==> config.mk <==
export PLATFORM = sky130hd
export DESIGN_NAME = uart_transmitter_flat
export DESIGN_NICKNAME = d
export VERILOG_FILES = /design/src/rtl/uart_transmitter_if.sv /design/src/rtl/uart_transmitter.sv /design/src/flat_wrapper.sv
export SDC_FILE = /design/constraint.sdc
export NUM_CORES = 1
export LEC_CHECK = 0
export CORE_MARGIN = 8
export CORE_UTILIZATION = 35
export CTS_BUF_LIST = sky130_fd_sc_hd__clkbuf_8
export CTS_CLUSTER_SIZE = 12
export DETAILED_ROUTE_END_ITERATION = 6
export GPL_TIMING_DRIVEN = 0
export PLACE_DENSITY = 0.59
export SLEW_MARGIN = 30
export SYNTH_ARGS = -nofsm -noshare
export SYNTH_HDL_FRONTEND = slang
export SYNTH_SLANG_ARGS = --single-unit
==> constraint.sdc <==
create_clock -name CLK -period 2.1 [get_ports CLK]
set_clock_uncertainty 0.1 [all_clocks]
set_input_delay 0.42 -clock CLK [delete_from_list [all_inputs] [get_ports CLK]]
set_output_delay 0.42 -clock CLK [all_outputs]
set_load 0.005 [all_outputs]
==> src/rtl/uart_transmitter_if.sv <==
// Byte handshake between the CPU UART store path and the transmitter.
// The CPU side (master) presents a byte with DataInValid; the transmitter
// side (slave) answers with DataInReady while it is idle.
interface uart_transmitter_if;
    logic [7:0] DataIn;
    logic       DataInValid;
    logic       DataInReady;

    modport master (
        output DataIn,
        output DataInValid,
        input  DataInReady
    );

    modport slave (
        input  DataIn,
        input  DataInValid,
        output DataInReady
    );
endinterface

==> src/rtl/uart_transmitter.sv <==
// UART transmitter: accepts a byte on a valid/ready handshake and shifts it
// out LSB first as an asynchronous frame (start, 8 data, stop), each symbol
// held SYMBOL_EDGE_TIME clock cycles.
// Optional even parity bit between D7 and stop: define UART_TX_PARITY_EN.
module uart_transmitter #(
    parameter int unsigned CLOCK_FREQ = 50_000_000,
    parameter int unsigned BAUD_RATE  = 115_200
) (
    input  logic              CLK,
    input  logic              reset,
    uart_transmitter_if.slave bus,
    output logic              SerialOut
);

    localparam int unsigned SYMBOL_EDGE_TIME    = CLOCK_FREQ / BAUD_RATE;
    localparam int unsigned CLOCK_COUNTER_WIDTH = $clog2(SYMBOL_EDGE_TIME);
    localparam logic [CLOCK_COUNTER_WIDTH-1:0] LAST_COUNT =
        CLOCK_COUNTER_WIDTH'(SYMBOL_EDGE_TIME - 1);
    localparam logic [CLOCK_COUNTER_WIDTH-1:0] COUNT_ONE = CLOCK_COUNTER_WIDTH'(1);

    typedef enum logic [2:0] {
        StIdle,
        StStart,
        StData,
`ifdef UART_TX_PARITY_EN
        StParity,
`endif
        StStop
    } state_e;

    state_e                         state_q, state_d;
    logic [CLOCK_COUNTER_WIDTH-1:0] clk_cnt_q, clk_cnt_d;
    logic [2:0]                     bit_cnt_q, bit_cnt_d;
    logic [9:0]                     shift_q, shift_d;
    logic                           serial_q, serial_d;
    logic                           ready_q, ready_d;
`ifdef UART_TX_PARITY_EN
    logic                           parity_q, parity_d;
`endif

    logic accept;
    logic symbol_done;

    assign accept      = bus.DataInValid & ready_q;
    assign symbol_done = (clk_cnt_q == LAST_COUNT);

    // State and datapath registers; reset wins over everything.
    always_ff @(posedge CLK) begin
        if (reset) begin
            state_q   <= StIdle;
            clk_cnt_q <= '0;
            bit_cnt_q <= '0;
            shift_q   <= '0;
            serial_q  <= 1'b1;
            ready_q   <= 1'b1;
`ifdef UART_TX_PARITY_EN
            parity_q  <= 1'b0;
`endif
        end else begin
            state_q   <= state_d;
            clk_cnt_q <= clk_cnt_d;
            bit_cnt_q <= bit_cnt_d;
            shift_q   <= shift_d;
            serial_q  <= serial_d;
            ready_q   <= ready_d;
`ifdef UART_TX_PARITY_EN
            parity_q  <= parity_d;
`endif
        end
    end

    // Next-state logic: every non-idle state advances on a symbol wrap.
    always_comb begin
        state_d = state_q;
        case (state_q)
            StIdle:   if (accept) state_d = StStart;
            StStart:  if (symbol_done) state_d = StData;
            StData: begin
                if (symbol_done && bit_cnt_q == 3'd7) begin
`ifdef UART_TX_PARITY_EN
                    state_d = StParity;
`else
                    state_d = StStop;
`endif
                end
            end
`ifdef UART_TX_PARITY_EN
            StParity: if (symbol_done) state_d = StStop;
`endif
            StStop:   if (symbol_done) state_d = StIdle;
            default:  state_d = StIdle;
        endcase
    end

    // Counters, shift register and the registered line/ready values.
    always_comb begin
        clk_cnt_d = clk_cnt_q;
        bit_cnt_d = bit_cnt_q;
        shift_d   = shift_q;
        serial_d  = serial_q;
`ifdef UART_TX_PARITY_EN
        parity_d  = parity_q;
`endif

        if (state_q == StIdle) begin
            clk_cnt_d = '0;
            serial_d  = 1'b1;
            if (accept) begin
                shift_d  = {1'b1, bus.DataIn, 1'b0};
                serial_d = 1'b0;
`ifdef UART_TX_PARITY_EN
                parity_d = ^bus.DataIn;
`endif
            end
        end else begin
            clk_cnt_d = symbol_done ? '0 : clk_cnt_q + COUNT_ONE;
            if (symbol_done) begin
                // Shift in ones so the stop bit reaches bit 1 after D7.
                shift_d  = (shift_q >> 1) | 10'h200;
                serial_d = shift_q[1];
                if (state_q == StData) begin
                    bit_cnt_d = bit_cnt_q + 3'd1;
`ifdef UART_TX_PARITY_EN
                    if (bit_cnt_q == 3'd7) serial_d = parity_q;
`endif
                end
                if (state_q == StStop) serial_d = 1'b1;
`ifdef UART_TX_PARITY_EN
                if (state_q == StParity) serial_d = 1'b1;
`endif
            end
        end

        ready_d = (state_d == StIdle);
    end

    assign SerialOut       = serial_q;
    assign bus.DataInReady = ready_q;

endmodule
==> src/flat_wrapper.sv <==
// flat-port wrapper written by rule: the top's interface ports become plain ports
module uart_transmitter_flat 
#(
    parameter int unsigned CLOCK_FREQ = 50_000_000,
    parameter int unsigned BAUD_RATE  = 115_200
)
  (CLK, reset, SerialOut, bus_DataIn, bus_DataInValid, bus_DataInReady);
  uart_transmitter_if bus_i ();
  input  logic CLK;
  input  logic reset;
  output logic SerialOut;
  input wire logic [$bits(bus_i.DataIn)-1:0] bus_DataIn;
  input wire logic [$bits(bus_i.DataInValid)-1:0] bus_DataInValid;
  output wire logic [$bits(bus_i.DataInReady)-1:0] bus_DataInReady;
  assign bus_i.DataIn = bus_DataIn;
  assign bus_i.DataInValid = bus_DataInValid;
  assign bus_DataInReady = bus_i.DataInReady;
  uart_transmitter #(.CLOCK_FREQ(CLOCK_FREQ), .BAUD_RATE(BAUD_RATE)) u_core (.CLK(CLK), .reset(reset), .bus(bus_i), .SerialOut(SerialOut));
endmodule
# Yosys cells after proc, flatten, opt, wreduce, memory -nomap -nowiden
# Cells that the tools add are included.
[classes]
muxes = 12
n_reduce_logical = 7
bitwise_logic = 2
n_eq_ne = 6
addsub = 2
[op_table]
columns = ["operator", "n"]
rows = [
  ["$mux W10", 3],
  ["$mux W3", 4],
  ["$pmux W3 S4", 1],
  ["$add A9 B1 Y9 const B", 1],
  ["$eq A9 B9 Y1 const B", 1],
  ["$eq A3 B2 Y1 const B", 2],
  ["$logic_not A3 Y1", 2],
  ["$mux W1", 4],
  ["$add A3 B1 Y3 const B", 1],
  ["$eq A3 B1 Y1 const B", 1],
  ["$eq A3 B3 Y1 const B", 1],
  ["$reduce_and A3 Y1", 1],
  ["$reduce_or A3 Y1", 1],
  ["$ne A2 B1 Y1 const B", 1],
  ["$reduce_and A2 Y1", 1],
  ["$reduce_bool A2 Y1", 1],
  ["$and A1 B1 Y1", 1],
  ["$logic_and A1 B1 Y1", 1],
  ["$not A1 Y1", 1],
]
[word_totals]
input_bits = 11
word_cells = 35
reg_bits = 27
output_inout_bits = 2

# Logic depth before layout (Yosys ltp)
# Gate-level depths: netlist of run 1.
[logic_depth]
ltp_word = 5
ltp_mapped = 7
mapped_depth_nobuf = 6

# Worst setup path after synthesis of run 1
# OpenSTA, ideal clock, no wires.
[synth_path]
path_type = "register -> register"
start = "reg u_core.clk_cnt_q[1]"
end = "reg u_core.serial_q (netlist: u_core.SerialOut)"
setup_ns = 0.122
n_path_buf = 1
t_required_ns = 1.878
period_less_slack_ns = 1.813
stages_incl_launch_ff = 8
setup_slack_ns = 0.287
arrival_ns = 1.591
path_cell_list = "dfxtp_1 inv_1 ha_1 and4b_1 and2_1 or3_1 buf_2 o32a_1"
[synth_via]
elab_chain_cells = 2
[synth_lines]
columns = ["element", "line_no", "text"]
rows = [
  ["from (decl)", "uart_transmitter.sv:32", "logic [CLOCK_COUNTER_WIDTH-1:0] clk_cnt_q, clk_cnt_d;"],
  ["from (signal assigned)", "uart_transmitter.sv:61", "clk_cnt_q <= clk_cnt_d;"],
  ["$eq A9 B9 Y1", "uart_transmitter.sv:45", "assign symbol_done = (clk_cnt_q == LAST_COUNT);"],
  ["$reduce_bool A2 Y1 (no source line)", "--", ""],
  ["to (signal assigned)", "uart_transmitter.sv:64", "serial_q <= serial_d;"],
  ["to (decl)", "uart_transmitter.sv:35", "logic serial_q, serial_d;"],
]
# No other way between the ends.
# A chain may end at the register's enable or synchronous reset.

# Worst setup path in the final report of run 1
# Same ends and word-level chain as after synthesis.

==> results of run 1 <==
==> flip-flops by register name, indices dropped and copies added (netlist names) <==
signal and cells:
u_core.SerialOut 1, u_core.bit_cnt_q 3, u_core.bus.DataInReady 1, u_core.clk_cnt_q 9
u_core.shift_q 9, u_core.state_q 3
==> area by class of cell <==
cell class / count / area, sq um
Fill cell: 343 / 1880
Multi-Input combinational cell: 85 / 588
Sequential cell: 26 / 520
Timing Repair Buffer: 11 / 110
Tap cell: 46 / 57.6
Inverter: 14 / 52.6
Clock buffer: 3 / 41.3
Buffer: 6 / 32.5
Clock inverter: 1 / 30.0
==> worst register-to-register path: stages (launching register included) <==
cell,delay [ns]
dfxtp_1,0.39
inv_1,0.06
ha_1,0.18
and4b_1,0.24
and2_1,0.20
or3_1,0.33
buf_2,0.19
o32a_1,0.18
==> synth_stat cells <==
master / count / share of area, %
and4b_1: 1 / 0.84
nand3_1: 4 / 1.7
nand2_1: 2 / 0.63
nand3b_4: 1 / 1.7
conb_1: 1 / 0.31
clkbuf_1: 2 / 0.63
xor2_1: 2 / 1.5
nand3_4: 1 / 1.5
a21oi_1: 4 / 1.7
buf_6: 1 / 0.94
buf_1: 1 / 0.31
a311oi_1: 1 / 0.73
nor3_1: 2 / 0.84
nor3_4: 1 / 1.4
buf_2: 2 / 0.84
o32a_1: 1 / 0.84
nor2_1: 25 / 7.9
and2_1: 1 / 0.52
mux2i_1: 2 / 1.7
nand4_1: 3 / 1.6
a211oi_1: 8 / 5.0
ha_1: 4 / 4.2
a221oi_1: 8 / 5.9
and4bb_1: 1 / 1.0
nand2b_1: 1 / 0.52
xnor2_1: 7 / 5.1
and2_4: 1 / 0.73
or3_1: 1 / 0.52
dfxtp_1: 26 / 44
o211ai_1: 1 / 0.63
o21ai_0: 1 / 0.42
inv_1: 14 / 4.4
==> routing by layer <==
metal  global-route usage (%)  routed length [um]
met1                     10.5                1030
met2                     17.7                1220
met3                     2.83                 149
met4                     3.26                  21
met5                        0                   0
==> power by group through the flow <==
stage          logic, mW  clock network [mW]  registers, mW
6_report          0.0976               0.416          0.521
3_3_place_gp      0.0957                   0          0.532
2_1_floorplan     0.0607                   0          0.531
5_1_grt            0.110               0.447          0.524
3_5_place_dp      0.0977                   0          0.533
4_1_cts           0.0991               0.426          0.521
==> worst max-delay path by stage <==
stage	end	slack, ns
global route	u_core.SerialOut	0.02
floorplan	u_core.SerialOut	0.29
global placement	u_core.SerialOut	0.14
detailed placement	u_core.SerialOut	0.12
CTS	u_core.SerialOut	0.10
finish	u_core.SerialOut	0.12
==> kinds of logic (layout without fill, tap and decap cells) <==
family / after synthesis / in the layout / synth area share (%)
compound gates: 24 / 24 / 15.2
xor+xnor: 9 / 9 / 6.60
fa+ha+maj: 4 / 4 / 4.19
buf+inv: 20 / 35 / 7.13
flops: 26 / 26 / 43.6
mux: 2 / 2 / 1.68
other cells: 1 / 1 / 0.314
simple gates: 45 / 45 / 21.3
==> results_dict.tcl, run 1 <==
set metrics [dict create \
    power_frac_seq_pct 50.4 \
    path_clk_slew_ns 0.09 \
    worstHoldEndpoint "u_core.shift_q[9]" \
    end_kind "flip-flop" \
    p_per_area_nw_per_um2 722 \
    sw_frac_of_total_pct 21.3 \
    pwr-share-clk_pct 40.2 \
    drtAntennaViolNets 0 \
    layout_commonest_cell "dfxtp_1" \
    hp-start "u_core.shift_q[9]" \
    antenna_found_initial 0 \
    placed_cell_area_sq_um 1360 \
    root_buffer "clkbuf_8" \
    max-cap-violations 0 \
    period_needed_ns 1.98 \
    final_cells 192 \
    place_congestion 0.742 \
    grtUsageTotal_pct 9.77 \
    cts_buffer_depth 2 \
    r2r_slack_ns 0.12 \
    grt_max_degree 16 \
    antenna_cells 0 \
    chipWidth_um 74.4 \
    nets 162 \
    grt_pass1_vias 982 \
    synth.net_count 146 \
    critPathKind "flip-flop to flip-flop" \
    core_area_sq_um 3310 \
    cts_sinks 26 \
    cts_tree "done" \
    syn-instance-count 131 \
    hold_ws_ns 0.365 \
    switching_power_uw 220 \
    path_cells "inv_1, ha_1, and4b_1, and2_1, or3_1, buf_2, o32a_1" \
    r2r-end "u_core.SerialOut" \
    vias 948 \
    min_path_type "flip-flop to flip-flop" \
    layout_setup_ws_ns 0.118 \
    worst_path_dominant_cell_family "simple AND/OR/NAND/NOR gates" \
    required_ns 2.17 \
    synth_warnings 0 \
    fmax_mhz 505 \
    p_total_mw 1.03 \
    synth_seq_cells 26 \
    setup_tns_ns 0 \
    post_cts_resized 0 \
    power.leakage_nw 0.553 \
    die_h_um 74.4 \
    synth_area_sq_um 1190 \
    setup_viol 0 \
    htreeDepth 1 \
    hold_buffers 0 \
    min_period_over_period_pct 94.4 \
    dieArea_sq_um 5540 \
    place_inst 188 \
    p_comb_share_pct 9.4 \
    path_depth 7 \
    holdPathStages 2 \
    io_pins 13 \
    drive_above_1_share_pct 7.53 \
    p_int_uw 814 \
    final_util_pct 43.3 \
    clk_latency_ns 0.27 \
    area_growth_pct 20.0 \
    dp_slack_ns 0.118 \
    routed_via_density 4.94 \
    port-buffer-count 11 \
    slew_viol_final 0 \
    yosysSeqAreaShare_pct 43.6 \
    cts_buffers 3 \
    critPathBufInv 2 \
    post_cts_buffers 0 \
    overflow 0 \
    cp-startpoint "u_core.clk_cnt_q[1]" \
    hpwlAfterDp_um 1800 \
    drt-initial-drc-count 26 \
    path_max_fanout 10 \
    final_cell_mix "dfxtp_1 (26), nor2_1 (25), inv_1 (14), clkdlybuf4s50_1 (11)" \
    hold_viol_final 0 \
    reg2reg_from "u_core.clk_cnt_q[1]" \
    grt_pass1_wl_um 4280 \
    rows 21 \
    cp_slowest_cell "dfxtp_1" \
    arrival_ns 2.05 \
    drc_errors 0 \
    yosysUniqueCellTypes 32 \
    post_drt_wl_per_cell_um 12.6 \
    start_kind "flip-flop" \
    irDropWorstVdd_mv 0.393 \
    start_util_pct 36.1 \
    drt-total-wl_um 2430 \
    status "finished clean" \
    drtPass1Iterations 4 \
    avgSynthCellArea_sq_um 9.11 \
    rr_worst_depth 7 \
    rsz0062_at_grt "no" \
    design_area_sq_um 1430 \
    slowest_delay_ns 0.39 \
]
No activity file was read; power rests on OpenSTA's default activity.
==> run 2: changes to the inputs <==
Settings changed: CTS_CLUSTER_SIZE 12 to default.
Clock period 2.1 ns to 2.3 ns, I/O delays scaled along.
==> results of run 2 <==
The final DEF is identical to that of run 1. Status: finished clean.
Main changes from that run: setup slack after placement 0.118 ns -> 0.290 ns; setup slack after layout 0.118 ns -> 0.318 ns; register-to-register setup slack 0.12 ns -> 0.32 ns; total power 1.03 mW -> 0.944 mW; worst IR drop on VDD 0.393 mV -> 0.359 mV
==> run 3: changes to the inputs <==
Settings changed: CTS_CLUSTER_SIZE from default to 16.
==> results of run 3 <==
The final DEF is identical to that of run 1. Status: finished clean.
Main changes from that run: setup slack after placement 0.118 ns -> 0.290 ns; setup slack after layout 0.118 ns -> 0.318 ns; register-to-register setup slack 0.12 ns -> 0.32 ns; total power 1.03 mW -> 0.944 mW; worst IR drop on VDD 0.393 mV -> 0.359 mV
==> patch (settings of run 3) <==
`BAUD_RATE` is set to 115_200 in 2 places; all go to 230_400.
--- a/src/rtl/uart_transmitter.sv
+++ b/src/rtl/uart_transmitter.sv
@@ -5,5 +5,5 @@
 module uart_transmitter #(
     parameter int unsigned CLOCK_FREQ = 50_000_000,
-    parameter int unsigned BAUD_RATE  = 115_200
+    parameter int unsigned BAUD_RATE  = 230_400
 ) (
     input  logic              CLK,
--- a/src/flat_wrapper.sv
+++ b/src/flat_wrapper.sv
@@ -3,5 +3,5 @@
 #(
     parameter int unsigned CLOCK_FREQ = 50_000_000,
-    parameter int unsigned BAUD_RATE  = 115_200
+    parameter int unsigned BAUD_RATE  = 230_400
 )
   (CLK, reset, SerialOut, bus_DataIn, bus_DataInValid, bus_DataInReady);
Check against the original RTL: no difference found for any inputs over 10 cycles, from zero or initial values and one cycle with reset high; that may be too few to reach the edited logic, so the function may still have changed.
==> patch against run 3 <==
Power down 16%; first-iteration DRC count down 31%; fmax down 3.6%; worst setup slack worse by 0.074 ns; routed wire length down 5.8%; sequential cell count down 1; final area down 2.4%; cell count down 0.52%; largest power group unchanged; non-clock buffer count up 3; global-route usage down 0.40 points; area after synthesis down 0.73%.
==> patch: results <==
{
  "status": "completed",
  "hold_start": "reset",
  "yosys.area_share.xor_xnor": 0.0591,
  "fill_cells": 338,
  "grt_pass1_vias": 938,
  "r2r_cells": 8,
  "hold_class": "input port to flip-flop",
  "postPlaceCellArea_mm2": 0.00135,
  "layout-drive-gt1-share": 0.0897,
  "min_to": "u_core.shift_q[6]",
  "power.leakage_nw": 0.549,
  "instances_no_fill": 191,
  "dp_hpwl_um": 1710,
  "pre_cts_ws_ns": 0.233,
  "gp_congestion": 0.784,
  "gr-usage-all-layers": 0.0937,
  "ir_drop_uv": 243,
  "slowest_stage": "or3_1",
  "reg.largest.list": "u_core.shift_q: 9 flops, u_core.clk_cnt_q: 8 flops",
  "synth_compound_area_frac": 0.157,
  "synthTopCellsByCount": "dfxtp_1 (25), nor2_1 (22), inv_1 (14)",
  "drt-pass1-iter-count": 3,
  "grt_max_degree": 14,
  "synth_adder_area_share": 0.0422,
  "synthMuxAreaShare": 0.0169,
  "ff2ff_setup_slack_ns": 0.24,
  "synthTopCellsByArea": "dfxtp_1 (42%), nor2_1 (7.0%), a221oi_1 (5.9%), a211oi_1 (5.7%), inv_1 (4.4%)",
  "grt_pass1_wl_um": 4060,
  "synthesis.nets": 145,
  "wl_um": 2290
}
[patch: cell count changes after synthesis, moves of 3 or more]
cell / delta
nand3_1: +3
nor2_1: -3
xnor2_1: -4
xor2_1: +3
[patch: per-layer routing]
layer  global-route usage  up-vias  wire, µm
li1                     -      481         -
met1                0.105      450      1010
met2                0.154       12      1100
met3               0.0283        5       133
met4               0.0532        0        46
met5                    0        -         0
[patch: worst reg2reg max path, delay by kind of cell, from the launching register on]
kind / cells / cell delay [ns]
AOI/OAI and AO/OA: 1 / 0.33
adders and majority gates: 1 / 0.17
buffers and inverters: 3 / 0.35
DFF: 1 / 0.36
and+or+nand+nor: 3 / 0.64
[patch: how the worst max path moves through the flow]
stage               slack, ns               end           startpoint  depth (start not counted)
floorplan                0.38  u_core.SerialOut  u_core.clk_cnt_q[0]                          8
global placement         0.28  u_core.SerialOut  u_core.clk_cnt_q[0]                          8
detailed placement       0.23  u_core.SerialOut  u_core.clk_cnt_q[0]                          8
CTS                      0.22  u_core.SerialOut  u_core.clk_cnt_q[0]                          8
global route             0.14  u_core.SerialOut  u_core.clk_cnt_q[0]                          8
finish                   0.24  u_core.SerialOut  u_core.clk_cnt_q[0]                          8
[patch: power breakdown]
part | switching (mW) | total (mW) | internal [mW]
logic | 0.0449 | 0.0900 | 0.0451
clock network | 0.129 | 0.248 | 0.119
registers | 0.00835 | 0.458 | 0.449
[patch: area by class of cell]
class,count,area [µm²],share of cell area
inverters,14,52.6,0.0376
well taps,46,57.6,0.0412
clock buffers,3,41.3,0.0295
plain buffers,9,61.3,0.0439
clock inverters,1,3.75,0.00269
repair buffers,11,110,0.0788
multi-input cells,82,571,0.408
flip-flops and latches,25,500,0.358
